`src/rtl/prog_loader.sv`:
```
// prog_loader
//   Streams a program into instruction memory, holds the processor core in
//   reset while it is being written, then releases the core and watches it
//   until it parks on a self-branch (normal halt) or runs too long (timeout).
//
// Ports
//   clk, rstn           clock, asynchronous active-low reset
//   start               one-cycle request to begin a load (IDLE/HALTED/TIMEDOUT only)
//   ld_valid/ld_ready   load beat handshake; ld_data is the word, ld_last ends the program
//   im_we/im_waddr/im_wdata  instruction-memory write port, one cycle after each accepted beat
//   core_rstn           active-low core reset, high only while the program runs
//   core_pc/core_instr  fetch address and fetched word, observed for halt detection
//   busy/done/timeout/trunc  status flags
//   cycles              RUN cycles elapsed (saturating, frozen after the run ends)
//   words_loaded        beats accepted in the current load
module prog_loader #(
    parameter int unsigned XLEN        = 64,
    parameter int unsigned ADDR_W      = 10,
    parameter int unsigned HALT_CYCLES = 4,
    parameter int unsigned TIMEOUT     = 100000
) (
    input  logic              clk,
    input  logic              rstn,
    input  logic              start,
    input  logic              ld_valid,
    output logic              ld_ready,
    input  logic [31:0]       ld_data,
    input  logic              ld_last,
    output logic              im_we,
    output logic [ADDR_W-1:0] im_waddr,
    output logic [31:0]       im_wdata,
    output logic              core_rstn,
    input  logic [XLEN-1:0]   core_pc,
    input  logic [31:0]       core_instr,
    output logic              busy,
    output logic              done,
    output logic              timeout,
    output logic              trunc,
    output logic [31:0]       cycles,
    output logic [ADDR_W:0]   words_loaded
);

    localparam int unsigned     DEPTH      = 32'd1 << ADDR_W;
    localparam logic [ADDR_W:0] LAST_SLOT  = (ADDR_W + 1)'(DEPTH - 32'd1);
    localparam logic [ADDR_W:0] WORD_ONE   = {{ADDR_W{1'b0}}, 1'b1};
    localparam logic [31:0]     HALT_INSTR = 32'h0000_0063;  // beq x0,x0,0
    localparam logic [31:0]     TIMEOUT_C  = 32'(TIMEOUT);
    localparam logic [7:0]      HALT_C     = 8'(HALT_CYCLES);

    typedef enum logic [2:0] {
        S_IDLE     = 3'd0,
        S_LOAD     = 3'd1,
        S_RUN      = 3'd2,
        S_HALTED   = 3'd3,
        S_TIMEDOUT = 3'd4
    } state_t;

    state_t            state_r;
    state_t            state_nxt_s;

    logic [ADDR_W:0]   words_r;
    logic [31:0]       cycles_r;
    logic [7:0]        halt_cnt_r;
    logic [XLEN-1:0]   prev_pc_r;
    logic              done_r;
    logic              timeout_r;
    logic              trunc_r;
    logic              im_we_r;
    logic [ADDR_W-1:0] im_waddr_r;
    logic [31:0]       im_wdata_r;
    logic              ld_ready_r;
    logic              busy_r;
    logic              core_rstn_r;

    logic              accept_s;
    logic              last_slot_s;
    logic              halt_match_s;
    logic [7:0]        halt_cnt_inc_s;
    logic              halt_hit_s;
    logic [31:0]       cycles_inc_s;
    logic              tmo_hit_s;

    // Per-cycle conditions shared by the FSM and the datapath.
    always_comb begin
        accept_s       = (state_r == S_LOAD) && ld_valid;
        last_slot_s    = (words_r == LAST_SLOT);
        // A halt fetch is the self-branch at the same PC as the previous cycle.
        halt_match_s   = (core_instr == HALT_INSTR) && (core_pc == prev_pc_r);
        halt_cnt_inc_s = halt_cnt_r + 8'd1;
        halt_hit_s     = halt_match_s && (halt_cnt_inc_s == HALT_C);
        if (cycles_r == 32'hFFFF_FFFF) begin
            cycles_inc_s = cycles_r;
        end else begin
            cycles_inc_s = cycles_r + 32'd1;
        end
        tmo_hit_s      = (cycles_inc_s == TIMEOUT_C);
    end

    // FSM state register.
    always_ff @(posedge clk or negedge rstn) begin
        if (!rstn) begin
            state_r <= S_IDLE;
        end else begin
            state_r <= state_nxt_s;
        end
    end

    // FSM next-state logic; halt is checked before timeout so it wins a tie.
    always_comb begin
        state_nxt_s = state_r;
        case (state_r)
            S_IDLE, S_HALTED, S_TIMEDOUT: begin
                if (start) begin
                    state_nxt_s = S_LOAD;
                end else begin
                    state_nxt_s = state_r;
                end
            end
            S_LOAD: begin
                if (accept_s && (ld_last || last_slot_s)) begin
                    state_nxt_s = S_RUN;
                end else begin
                    state_nxt_s = S_LOAD;
                end
            end
            S_RUN: begin
                if (halt_hit_s) begin
                    state_nxt_s = S_HALTED;
                end else if (tmo_hit_s) begin
                    state_nxt_s = S_TIMEDOUT;
                end else begin
                    state_nxt_s = S_RUN;
                end
            end
            default: begin
                state_nxt_s = S_IDLE;
            end
        endcase
    end

    // State-decoded outputs, registered from the next state so they are glitch-free.
    always_ff @(posedge clk or negedge rstn) begin
        if (!rstn) begin
            ld_ready_r  <= 1'b0;
            busy_r      <= 1'b0;
            core_rstn_r <= 1'b0;
        end else begin
            ld_ready_r  <= (state_nxt_s == S_LOAD);
            busy_r      <= (state_nxt_s == S_LOAD) || (state_nxt_s == S_RUN);
            core_rstn_r <= (state_nxt_s == S_RUN);
        end
    end

    // Memory write port, counters and status flags.
    always_ff @(posedge clk or negedge rstn) begin
        if (!rstn) begin
            prev_pc_r  <= '0;
            im_we_r    <= 1'b0;
            im_waddr_r <= '0;
            im_wdata_r <= 32'd0;
            words_r    <= '0;
            cycles_r   <= 32'd0;
            halt_cnt_r <= 8'd0;
            done_r     <= 1'b0;
            timeout_r  <= 1'b0;
            trunc_r    <= 1'b0;
        end else begin
            // Tracked every cycle so the first RUN fetch compares against the last LOAD cycle.
            prev_pc_r <= core_pc;
            im_we_r   <= accept_s;
            if (accept_s) begin
                im_waddr_r <= words_r[ADDR_W-1:0];
                im_wdata_r <= ld_data;
            end
            case (state_r)
                S_IDLE, S_HALTED, S_TIMEDOUT: begin
                    if (start) begin
                        words_r    <= '0;
                        cycles_r   <= 32'd0;
                        halt_cnt_r <= 8'd0;
                        done_r     <= 1'b0;
                        timeout_r  <= 1'b0;
                        trunc_r    <= 1'b0;
                    end
                end
                S_LOAD: begin
                    if (accept_s) begin
                        words_r <= words_r + WORD_ONE;
                        trunc_r <= last_slot_s && !ld_last;
                    end
                end
                S_RUN: begin
                    cycles_r   <= cycles_inc_s;
                    halt_cnt_r <= halt_match_s ? halt_cnt_inc_s : 8'd0;
                    done_r     <= halt_hit_s;
                    timeout_r  <= tmo_hit_s && !halt_hit_s;
                end
                default: begin
                    words_r <= words_r;
                end
            endcase
        end
    end

    assign ld_ready     = ld_ready_r;
    assign busy         = busy_r;
    assign core_rstn    = core_rstn_r;
    assign im_we        = im_we_r;
    assign im_waddr     = im_waddr_r;
    assign im_wdata     = im_wdata_r;
    assign done         = done_r;
    assign timeout      = timeout_r;
    assign trunc        = trunc_r;
    assign cycles       = cycles_r;
    assign words_loaded = words_r;

endmodule

```
`config.mk`:
```
export PLATFORM = sky130hd
export DESIGN_NAME = prog_loader
export DESIGN_NICKNAME = d
export VERILOG_FILES = /design/src/rtl/prog_loader.sv
export SDC_FILE = /design/constraint.sdc
export NUM_CORES = 1
export LEC_CHECK = 0
export BUFFER_PORTS_ARGS = -buffer_cell sky130_fd_sc_hd__buf_4
export CAP_MARGIN = 20
export CORE_MARGIN = 1
export CORE_UTILIZATION = 46
export DETAILED_ROUTE_END_ITERATION = 10
export GPL_ROUTABILITY_DRIVEN = 0
export MAX_ROUTING_LAYER = met4
export PLACE_DENSITY_LB_ADDON = 0.15
export SYNTH_ARGS = -nofsm -noshare
export SYNTH_HDL_FRONTEND = slang
export SYNTH_SLANG_ARGS = --single-unit
```
`constraint.sdc`:
```
create_clock -name clk -period 3.17 [get_ports clk]
set_clock_uncertainty 0.15 [all_clocks]
set_input_delay 0.317 -clock clk [delete_from_list [all_inputs] [get_ports clk]]
set_output_delay 0.317 -clock clk [all_outputs]
set_load 0.02 [all_outputs]
```
==> results.md <==
* Cell with the largest stage delay on the worst path: or4_1
* Pins Over Slew Limit at 0
* Die Wd at 137 um
* Max Freq at 0.321 GHz
* Worst vdd ir at between 500 and 600 uV
* Leak at 5.63 nW
* Final setup fails at 0
* Placeable Area at around 17000 um^2
* Area grow syn2layout at 47.4%
* Post-layout util at 70.3%
* GRT Util Overall at between 30% and 40%
* Largest cells by area after synthesis: dfrtp_1 (50%), nand2_1 (8.6%), xnor2_1 (5.4%), nand4_1 (3.9%), o21ai_0 (3.4%)
* Total wire length at around 27000 um
* CP peak stage delay at around 600 ps
* Distinct cells, synth at 66
* Crit path DAT at between 3000 and 4000 ps
* Setup TNS at 0 ps
* Share of flip-flops with an asynchronous set or reset at 100%
* Sink Count at 167
* I/O Buffers at 224
* Worst-path clk slew at 70 ps
* Final Cycle Share at between 90% and 100%
* Rel. slew slack at a little under 50%
* Seq cells post-synth at approximately 170
* CTS root buf: clkbuf_16
* TritonCTS buffer count at 17
* TritonCTS clock tree: yes
* DRT Pass-1 Iters at 5
* Synth Instances at around 890
* Status: completed
* EDFF count, synth at 0
* Die height at 137 um
* Min-delay worst type: in -> reg
* Rows at 48
* Worst Path Required at 3320 ps
* RSZ-0062 raised after global routing: no
* Most frequent cell after synthesis: nand2_1
* Yosys warnings at 0
* Sequential share of the synthesized area at 50.1%
* Starting Density at 47.7%
* Initial antenna violation count at 0
* Fillers at 1334
* Critical path startpoint category: flop
* Fraction of layout cells with a size suffix above 1 at between 20% and 30%
* Placed Area at 10700 um^2
* Antenna-violating nets left at 0
* Mapped Area at 8340 um^2
* Vias/cell at 5.67
* HPWL after DPL at 18100 um
* Syn Nets at 1030
* Critical-path cell list: ha_4 > nand4_1 > nor2_1 > a31oi_1 > or3_1 > or3b_1 > or4_1 > o31ai_4 > o21ai_1
* Final instance area at 12300 um^2
* Max Cap Viol at 0
* Drt initial violations at 751
* Hold violation count in the final report at 0
* Synth top area share at 50.1%
* Drt wl/cell at 18.1 um
* Commonest cells post-synth: nand2_1 (192), dfrtp_1 (167), o21ai_0 (57), nand4_1 (52), xnor2_1 (51)
* Main flop type after synthesis: dfrtp_1
* DRC Markers at 0
* Crit Path Class: reg -> reg
* Total die area at approximately 19000 um^2
* Worst skew pair latency at 430 ps
* Tmin final at approximately 3100 ps
* Post-Syn Area per Cell at 9.34 um^2
* H-tree Lvls at 4
* Total Nets Final at about 1.4k
* Largest net degree at the start of global routing at 75
* First-pass GRT wire length at 42600 um
* Synth area leader: dfrtp_1
* Via count at 8483
* Deepest clock path buffer count at 2
* Worst-path maximum fanout at 4
* Cell Pwr Density at 576 nW/um^2
* Global route overflow at 0
* Slew at the pin closest to its max-slew limit at around 740 ps
* Worst Setup End Kind: flop
* IO Count at 225
* Vias in the first global route at 8495
* Diodes inserted at 0
* Reg2Reg Setup Slack at 50 ps
cell usage in the layout (no fill, tap or decap), types with 12 or more instances in the layout:
cell           Yosys  layout
xnor2_1           51      51
nor4_1            34      34
a21oi_1           23      23
and3_1            12      12
dfrtp_1          167     163
xor2_1            27      27
nand3_1           30      30
o21ai_0           57      57
nor3_1            15      14
clkbuf_16          0      17
buf_4              4     295
nand2_1          192     192
nand4_1           52      52
nor2_1            38      37
a31oi_1           13      13
dlygate4sd3_1      0      97
critical path: cells and delay by family, from the launching register on:
family	cells	cell delay, ps
DFF	1	400
and+or+nand+nor	5	1790
AOI/OAI and AO/OA	3	500
adders and majority gates	1	150
routing by layer:
layer / vias to the layer above / share of wire, % / track usage (%)
met3: 97 / 6.1 / 6.00
li1: 3949 / - / -
met4: 0 / 3.3 / 13.1
met1: 4041 / 39 / 36.0
met2: 396 / 51 / 50.8
met5: - / 0 / -
sequential cells by signal (all words and copies together), names as in the netlist:
name          cells
busy              1
core_rstn         1
cycles           32
done              1
halt_cnt_r        8
im_waddr         10
im_wdata         32
im_we             1
ld_ready          1
prev_pc_r        64
state_r           3
timeout           1
trunc             1
words_loaded     11
path summary, 6_finish.rpt:
path / startpoint / to / cells past startpoint
max: cycles[0] / busy / 9
min: start / state_r[2] / 3
max reg2reg: cycles[0] / busy / 9
min reg2reg: im_waddr[3] / im_waddr[3] / 2
max in group asynchronous: rstn / prev_pc_r[51] / 3
min in group asynchronous: rstn / cycles[7] / 2
through the flow:
stage / total power, W / worst slack (ps) / hold slack, ps / std cells
finish: 0.00708 / 52.1 / 32.0 / 1497
global route: 0.00741 / 7.15 / 27.6 / 1497
global placement: 0.00479 / 49.4 / 225 / 1366
CTS: 0.00707 / 4.65 / 11.2 / 1495
floorplan: 0.00386 / 1.60 / -129 / 893
detailed placement: 0.00483 / 26.3 / 229 / 1366
cell families after synthesis:
kind of cell / count (synthesis) / share of synthesized area, %
buffers and inverters: 54 / 2.84
multiplexers: 7 / 0.870
XOR/XNOR: 78 / 8.19
adder cells (fa/ha/maj): 4 / 0.600
AO/OA/AOI/OAI: 150 / 11.3
flip-flops: 167 / 50.1
AND/OR/NAND/NOR: 433 / 26.1
what timing repair did:
item                                    in CTS  in global routing
buffers inserted                             0                  2
hold endpoints to repair                   167                  0
gates resized for setup                      0                 11
endpoints found under the setup margin       0                  6
hold buffers                                97                  0
report_power, final:
part,internal (W),total (W),switching [W],leakage (nW)
Sequential,0.00246,0.00268,0.000223,2.11
Clock,0.00120,0.00216,0.000959,0.298
Combinational,0.000917,0.00224,0.00133,3.22
cell type report:
cell class                      instances  area (um^2)  area share, %
Clock inverter                         15          184           1.50
Inverter                                7         26.3          0.214
Timing Repair Buffer                  394         3220           26.2
Tap cell                              225          282           2.29
Sequential cell                       167         4180           34.0
Multi-Input combinational cell        672         3970           32.3
Clock buffer                           17          425           3.46
Power figures use the tool's default switching activity.
